<file path="src/rtl/b2r_mem_pkg.sv">
// Shared constants and types for the black-to-red RAM arbiter.
package b2r_mem_pkg;

  localparam int ADDR_W = 14;
  localparam int DATA_W = 32;
  localparam int BE_W   = DATA_W / 8;
  localparam int DEPTH  = 12500;
  localparam logic [DATA_W-1:0] OOB_RDATA = 32'hDEAD_BEEF;
  localparam logic [ADDR_W-1:0] DEPTH_A   = ADDR_W'(DEPTH);

  typedef enum logic {
    OWN_A = 1'b0,
    OWN_B = 1'b1
  } owner_t;

  typedef struct packed {
    logic   valid;
    owner_t owner;
    logic   oob;
  } rd_tag_t;

  function automatic logic addr_oob(input logic [ADDR_W-1:0] addr);
    return addr >= DEPTH_A;
  endfunction

endpackage

</file>
<file path="src/rtl/b2r_rr_arbiter2.sv">
// Two-way round-robin grant; the pointer always moves to the side that did not win.
module b2r_rr_arbiter2
  import b2r_mem_pkg::*;
(
  input  logic clk,
  input  logic reset_n,
  input  logic req_a,
  input  logic req_b,
  output logic grant_a,
  output logic grant_b
);

  owner_t rr_ptr_q, rr_ptr_d;

  always_ff @(posedge clk or negedge reset_n) begin
    if (!reset_n) begin
      rr_ptr_q <= OWN_A;
    end else begin
      rr_ptr_q <= rr_ptr_d;
    end
  end

  always_comb begin
    grant_a  = 1'b0;
    grant_b  = 1'b0;
    rr_ptr_d = rr_ptr_q;
    if (req_a && req_b) begin
      if (rr_ptr_q == OWN_A) begin
        grant_a = 1'b1;
      end else begin
        grant_b = 1'b1;
      end
    end else begin
      grant_a = req_a;
      grant_b = req_b;
    end
    if (grant_a) begin
      rr_ptr_d = OWN_B;
    end else if (grant_b) begin
      rr_ptr_d = OWN_A;
    end
  end

endmodule

</file>
<file path="src/rtl/b2r_mem_arbiter.sv">
// Shares the single-port black-to-red RAM between the crypto datapath (A) and the
// control processor (B), with range checking and tagged one-cycle read returns.
module b2r_mem_arbiter
  import b2r_mem_pkg::*;
(
  input  logic              clk,
  input  logic              reset_n,
  input  logic [ADDR_W-1:0] a_address,
  input  logic              a_read,
  input  logic              a_write,
  input  logic [BE_W-1:0]   a_byteenable,
  input  logic [DATA_W-1:0] a_writedata,
  output logic              a_waitrequest,
  output logic [DATA_W-1:0] a_readdata,
  output logic              a_readdatavalid,
  input  logic [ADDR_W-1:0] b_address,
  input  logic              b_read,
  input  logic              b_write,
  input  logic [BE_W-1:0]   b_byteenable,
  input  logic [DATA_W-1:0] b_writedata,
  output logic              b_waitrequest,
  output logic [DATA_W-1:0] b_readdata,
  output logic              b_readdatavalid,
  output logic              mem_chipselect,
  output logic              mem_write,
  output logic [ADDR_W-1:0] mem_address,
  output logic [BE_W-1:0]   mem_byteenable,
  output logic [DATA_W-1:0] mem_writedata,
  input  logic [DATA_W-1:0] mem_readdata,
  output logic [1:0]        oob_err,
  input  logic              err_clr
);

  logic              a_req, b_req;
  logic              grant_a, grant_b, any_grant;
  logic              sel_write, sel_oob;
  logic [ADDR_W-1:0] sel_addr;
  logic [BE_W-1:0]   sel_be;
  logic [DATA_W-1:0] sel_wdata;
  logic [DATA_W-1:0] rd_data;
  rd_tag_t           tag_d, tag_q;
  logic [1:0]        oob_err_d, oob_err_q;

  assign a_req = a_read | a_write;
  assign b_req = b_read | b_write;

  // Requests are masked during reset so nothing reaches the RAM and both ports stall.
  b2r_rr_arbiter2 u_arb (
    .clk     (clk),
    .reset_n (reset_n),
    .req_a   (a_req & reset_n),
    .req_b   (b_req & reset_n),
    .grant_a (grant_a),
    .grant_b (grant_b)
  );

  assign any_grant     = grant_a | grant_b;
  assign a_waitrequest = ~reset_n | (a_req & ~grant_a);
  assign b_waitrequest = ~reset_n | (b_req & ~grant_b);

  always_comb begin
    sel_addr  = a_address;
    sel_be    = a_byteenable;
    sel_wdata = a_writedata;
    sel_write = a_write;
    if (grant_b) begin
      sel_addr  = b_address;
      sel_be    = b_byteenable;
      sel_wdata = b_writedata;
      sel_write = b_write;
    end
    sel_oob = addr_oob(sel_addr);

    mem_chipselect = any_grant & ~(sel_write & sel_oob);
    mem_write      = any_grant & sel_write & ~sel_oob;
    mem_address    = sel_addr;
    mem_byteenable = sel_be;
    mem_writedata  = sel_wdata;

    tag_d.valid = any_grant & ~sel_write;
    tag_d.owner = grant_b ? OWN_B : OWN_A;
    tag_d.oob   = sel_oob;

    // A fresh out-of-range hit takes priority over a clear in the same cycle.
    oob_err_d = (err_clr ? 2'b00 : oob_err_q) |
                {grant_b & sel_oob, grant_a & sel_oob};
  end

  always_ff @(posedge clk or negedge reset_n) begin
    if (!reset_n) begin
      tag_q     <= '0;
      oob_err_q <= 2'b00;
    end else begin
      tag_q     <= tag_d;
      oob_err_q <= oob_err_d;
    end
  end

  always_comb begin
    rd_data         = tag_q.oob ? OOB_RDATA : mem_readdata;
    a_readdatavalid = tag_q.valid & (tag_q.owner == OWN_A);
    b_readdatavalid = tag_q.valid & (tag_q.owner == OWN_B);
    a_readdata      = a_readdatavalid ? rd_data : '0;
    b_readdata      = b_readdatavalid ? rd_data : '0;
    oob_err         = oob_err_q;
  end

endmodule
</file>
<file path="config.mk">
export PLATFORM = sky130hd
export DESIGN_NAME = b2r_mem_arbiter
export DESIGN_NICKNAME = d
export VERILOG_FILES = /design/src/rtl/b2r_mem_pkg.sv /design/src/rtl/b2r_rr_arbiter2.sv /design/src/rtl/b2r_mem_arbiter.sv
export SDC_FILE = /design/constraint.sdc
export NUM_CORES = 1
export LEC_CHECK = 0
export CORE_AREA = 2 2 100 102
export CTS_BUF_LIST = sky130_fd_sc_hd__clkbuf_16
export DETAILED_ROUTE_END_ITERATION = 8
export DIE_AREA = 0 0 102 104
export SYNTH_ARGS = -nofsm -noshare
export SYNTH_HDL_FRONTEND = slang
export SYNTH_SLANG_ARGS = --single-unit
</file>
<file path="constraint.sdc">
create_clock -name clk -period 2.5 [get_ports clk]
set_input_delay 0.25 -clock clk [delete_from_list [all_inputs] [get_ports clk]]
set_output_delay 0.25 -clock clk [all_outputs]
set_load 0.05 [all_outputs]
</file>
==> impl_metrics.ini <==
[synth]
yosysTopAreaCell = nand2_1
synth-edff-count = 0
async_reset_ff_share_pct = 100
yosysMostFrequentCell = nand2_1
synth_top_family_by_area = simple AND/OR/NAND/NOR gates
ys_warn_count = 0
synth-simple-area-share_pct = 71.6
synth_seq_cells = 6
synthCells = 325
synthXorXnorAreaFrac_pct = 0
seq_area_frac_synth_pct = 9.90
synthAdderAreaFrac_pct = 0
synth_flop_cell = dfrtp_1
muxShareOfSynthArea_pct = 1.57
synth_area_um2 = 1520
synth_nets = 464
synth_commonest_cells = 151 x nand2_1, 93 x nor2_1, 17 x clkbuf_1
synth.area.top_cells = nand2_1 37%, nor2_1 23%, dfrtp_1 9.9%, clkbuf_1 4.2%, nand2b_1 3.7%
postSynthAreaPerCell_um2 = 4.67
synth_compound_area_share_pct = 9.41
yosysUniqueCellTypes = 34
yosysTopAreaCellShare_pct = 37.4

[critical_path]
r2r_setup_slack_ns = 0.98
r2r_start = u_arb.rr_ptr_q$_DFFE_PN0P_
cp-end-kind = output pin
slowest_delay_ns = 0.56
arrival_ns = 2.14
slowest_stage = or4_4
startpoint_type = input pin
crit_path_start = a_address[8]
crit_fanout = 3
cp-endpoint = mem_write
worst-setup-path-type = in -> out
r2r_end = tag_q[0]$_DFF_PN0_
cp.required_ns = 2.25
path_delay_family = simple AND/OR/NAND/NOR gates
cp_cell_sequence = clkdlybuf4s50_1, or4_4, nand3_2, mux2i_2, a211o_1, nor3_2, buf_12
ff2ff_path_depth = 4
path_buf_inv = 2
cp_num_cells = 7

[floorplanning]
die_y_um = 104
rows = 36
dieArea_um2 = 10600
core_um2 = 9550
io_pins = 261
start_util_pct = 15.9
die_x_um = 102

[sta]
layout_min_cycle_time_ns = 2.39
fmax_mhz = 418
setup_viol = 0
hold_slack_ns = 0.332
rsz0062_at_grt = false
worst_pin_slew_ns = 0.547
finClkSkew_ns = 0.000544
finalSetupTns_ns = 0
hold_viol = 0
maxSlewViolCount = 0
finalCritPeriodShare_pct = 95.8
maxSlewHeadroom_pct = 63.4

[power_and_ir_drop]
ir_worst_vdd_v = 0.000171
powerDensity_nw_per_um2 = 424
leakage_nw = 2.35
fin_total_pwr_mw = 2.02

[final_layout]
postLayoutCellArea_um2 = 4750
diodes = 0
syn_to_final_growth_pct = 213
fillCellCount = 978
nNetsFinal = 719
stdcell_count = 711
drive_gt1_share_pct = 24.9

[detailed_routing]
num_vias = 2922
wire_per_inst_um = 13.6
route.detailed.drc = 0
drtPass1Iterations = 4
drt-total-wl_mm = 9.69
drt_iter0_drc = 47
viasPerCell = 4.11
antenna_left = 0

[clocking]
clockBufferDepth = 2
root_buffer = clkbuf_16
cts.sinks = 6
clk_latency_ns = 0.23
cts_setup_buffers = 0
cts_made_buffers = 3
path_clk_slew_ns = 0.03
cts-htree-levels = 1
cts_tree = built

[run]
max_cap_viol_count = 0

[place]
dp_cells = 708
numPortBuffers = 260
place_hpwl_mm = 8.55
place.gp.congestion = 0.767
placed_area_um2 = 4660

[run_status]
run_status = finished clean

[global_routing]
grt_pass1_vias = 2707
grt_max_degree = 34
grt_pass1_wl_mm = 13.7
grt_usage_pct = 16.6
overflow = 0
antenna_found_initial = 0

[worst_hold_path]
min_path_type = in -> async
[layout by cell type (no fill, tap or decap), types with 2 or more instances in the layout]
cell             count
a21oi_1              3
a31o_2               2
buf_12              53
buf_4               77
clkbuf_16            3
clkdlybuf4s50_1    141
dfrtp_1              6
inv_1                6
nand2_1            151
nand2b_1             9
nor2_1              93
nor2b_1              3
nor4b_1              2
o21ai_0              7
o22ai_1              2
[routing by layer]
metal  vias to the layer above  part of all wire, %  GRT usage [%]
li1                       1503                    -              -
met1                      1248                   30           13.3
met2                       165                   57           35.6
met3                         6                   12           6.25
met4                         0                 0.80           3.33
met5                         -                    0              0
[cells by family after synthesis]
group           Yosys count
simple gates            267
buf+inv                  28
compound gates           22
flops                     6
mux                       2
[per-stage QoR]
stage                     setup slack (ns)  utilization, %
after floorplan                      0.279               -
after global placement            -0.00303            48.8
after detailed placement           -0.0356            48.8
after CTS                           0.0510            49.6
after global routing                0.0469            49.8
final                                0.105            49.8
[how the worst min path moves through the flow]
| stage | from | end | slack, ns |
|---|---|---|---|
| 6_report | reset_n | u_arb.rr_ptr_q$_DFFE_PN0P_ | 0.33 |
| 5_1_grt | reset_n | u_arb.rr_ptr_q$_DFFE_PN0P_ | 0.36 |
| 4_1_cts | reset_n | oob_err[0]$_DFF_PN0_ | 0.33 |
| 3_5_place_dp | oob_err[1]$_DFF_PN0_ | oob_err[1]$_DFF_PN0_ | 0.52 |
| 3_3_place_gp | oob_err[1]$_DFF_PN0_ | oob_err[1]$_DFF_PN0_ | 0.52 |
| 2_1_floorplan | reset_n | oob_err[0]$_DFF_PN0_ | -0.05 |
[flip-flops by register name, indices dropped and copies added, names as in the netlist]
name and count:
tag_q 3, oob_err 2, u_arb.rr_ptr_q 1
[repair_timing]
action	CTS	global route
endpoints found under the setup margin	2	2
pin swaps	0	1
hold buffers	0	0
gates resized for setup	1	2
[layout make-up]
| cell class | instances | area (um^2) | area share (%) |
|---|---|---|---|
| repair buffers | 271 | 3050 | 64.2 |
| flip-flops and latches | 6 | 150 | 3.16 |
| clock buffers | 3 | 75.1 | 1.58 |
| multi-input cells | 291 | 1280 | 27.0 |
| inverters | 7 | 26.3 | 0.553 |
| well taps | 133 | 166 | 3.50 |
[power by group]
group	switching [mW]	internal, mW
Clock	0.0553	0.205
Sequential	0.0100	0.108
Combinational	0.904	0.733
No activity file was read; power rests on OpenSTA's default activity.
==> variant: new RTL, same settings <==
Put a register stage on the output `oob_err`, without a reset. The value now appears one clock later. The other outputs are not delayed to match.
--- a/src/rtl/b2r_mem_arbiter.sv
+++ b/src/rtl/b2r_mem_arbiter.sv
@@ -30,6 +30,8 @@
   output logic [1:0]        oob_err,
   input  logic              err_clr
 );
+
+  logic [1:0] oob_err_c;
 
   logic              a_req, b_req;
   logic              grant_a, grant_b, any_grant;
@@ -102,7 +104,11 @@
     b_readdatavalid = tag_q.valid & (tag_q.owner == OWN_B);
     a_readdata      = a_readdatavalid ? rd_data : '0;
     b_readdata      = b_readdatavalid ? rd_data : '0;
-    oob_err         = oob_err_q;
+    oob_err_c       = oob_err_q;
+  end
+
+  always_ff @(posedge clk) begin
+    oob_err <= oob_err_c;
   end
 
 endmodule
Check against the original RTL: not equivalent (a bounded check fails within 4 cycles, from zero or initial values and one cycle with reset_n low).
==> variant against the original RTL <==
Via count is 1.6% higher. Area after synthesis rose by 2.6%. Design area up 1.2%. Core utilization grew 0.59 points. Power is 2.1% higher. Setup slack got worse by 22 ps. Sequential cell count rose by 2. Routed wire length down 1.2%. Critical endpoint unchanged.
==> variant: results <==
<?xml version="1.0" encoding="UTF-8"?>
<metrics>
  <group name="routing">
    <metric name="drt-initial-drc-count" unit="">95</metric>
    <metric name="drt_wl_total" unit="um">9575</metric>
    <metric name="post_drt_via_cell_ratio" unit="">4.152</metric>
  </group>
  <group name="placement">
    <metric name="dpl_cell_area" unit="mm2">0.004705</metric>
    <metric name="detailedPlacementHpwl" unit="um">8622</metric>
    <metric name="placed_cells" unit="">711</metric>
    <metric name="post-place-ws" unit="ps">-20.86</metric>
    <metric name="gp_congestion" unit="">0.7741</metric>
  </group>
  <group name="synthesis">
    <metric name="yosysTopAreaCellShare" unit="">0.3641</metric>
    <metric name="netlist_top_cells_area" unit="">sky130_fd_sc_hd__nand2_1, sky130_fd_sc_hd__nor2_1, sky130_fd_sc_hd__dfrtp_1, sky130_fd_sc_hd__clkbuf_1, sky130_fd_sc_hd__nand2b_1</metric>
    <metric name="yosysSeqAreaShare" unit="">0.1222</metric>
    <metric name="syn_nets" unit="">466</metric>
    <metric name="ys_types" unit="">35</metric>
    <metric name="synth_cells" unit="">327</metric>
    <metric name="synth_async_sr_flop_share" unit="">0.7500</metric>
  </group>
  <group name="grt">
    <metric name="antenna_violations_before_repair" unit="">0</metric>
    <metric name="groute.usage.overall" unit="">0.1626</metric>
    <metric name="grt_first_pass_wirelength" unit="um">13580</metric>
    <metric name="number_of_global_route_vias_before_repair" unit="">2692</metric>
  </group>
  <group name="layout">
    <metric name="layout-drive-gt1-share" unit="">0.2509</metric>
    <metric name="largest_register_ff_count" unit="">3</metric>
    <metric name="post_layout_nonfiller_instances" unit="">715</metric>
    <metric name="fillers" unit="">972</metric>
  </group>
  <group name="timing">
    <metric name="fin_crit" unit="ps">2417</metric>
    <metric name="setup_clock_skew_after_layout" unit="ps">0.5662</metric>
    <metric name="worst_slew_margin_rel" unit="">0.5189</metric>
    <metric name="whs" unit="ps">354.8</metric>
  </group>
  <group name="power">
    <metric name="worst_ir_drop_on_vdd" unit="uV">180.1</metric>
    <metric name="cellLeakagePower" unit="nW">2.381</metric>
  </group>
  <group name="setup_path">
    <metric name="regToRegSetupSlack" unit="ps">1080</metric>
    <metric name="largest_fanout_of_any_net_on_the_critical_path" unit="">3</metric>
    <metric name="r2r_end" unit="">tag_q[0]$_DFF_PN0_</metric>
    <metric name="critPathLaunch" unit="">a_address[8]</metric>
  </group>
  <group name="outcome">
    <metric name="run_status" unit="">completed</metric>
  </group>
</metrics>
[variant: repair_timing]
| item | 4_1_cts | 5_1_grt |
|---|---|---|
| resized for setup | 1 | 3 |
| setup buffers | 0 | 0 |
| hold buffers | 0 | 0 |
| setup endpoints to repair | 2 | 1 |
[variant: worst max-delay path, stage by stage]
cell	delay, ps
sky130_fd_sc_hd__clkdlybuf4s50_1	430
sky130_fd_sc_hd__or4_4	570
sky130_fd_sc_hd__nand3_2	100
sky130_fd_sc_hd__mux2i_2	90
sky130_fd_sc_hd__a211o_1	320
sky130_fd_sc_hd__nor3_2	240
sky130_fd_sc_hd__buf_12	170
[variant: area by class of cell]
type	instances	area, um2	area share
Inverter	7	26.28	0.005466
Tap cell	133	166.4	0.03462
Timing Repair Buffer	272	3058	0.6361
Multi-Input combinational cell	291	1287	0.2678
Clock buffer	3	75.07	0.01562
Sequential cell	8	190.2	0.03956
Clock inverter	1	3.754	0.0007808
[variant: routing by layer]
layer | track usage | part of all wire | vias to the layer above | routed length (um)
met5 | 0 | 0 | - | 0
met4 | 0.01429 | 0.00084 | 0 | 8
met3 | 0.05645 | 0.11 | 2 | 1070
met2 | 0.3524 | 0.57 | 156 | 5480
met1 | 0.1386 | 0.31 | 1298 | 3016
li1 | - | - | 1513 | -
[variant: report_power, final]
| group | total [W] | switching, W | internal (W) |
|---|---|---|---|
| logic | 0.00163 | 0.000895 | 0.000736 |
| registers | 0.000163 | 0.0000199 | 0.000143 |
| clock network | 0.000263 | 0.0000558 | 0.000208 |
[variant: cells by family (layout without fill, tap and decap cells)]
family / count (synthesis) / count (layout) / synth area share
buf+inv: 28 / 283 / 0.07315
simple gates: 267 / 267 / 0.6978
mux: 2 / 2 / 0.01527
compound gates: 22 / 22 / 0.09164
flops: 8 / 8 / 0.1222
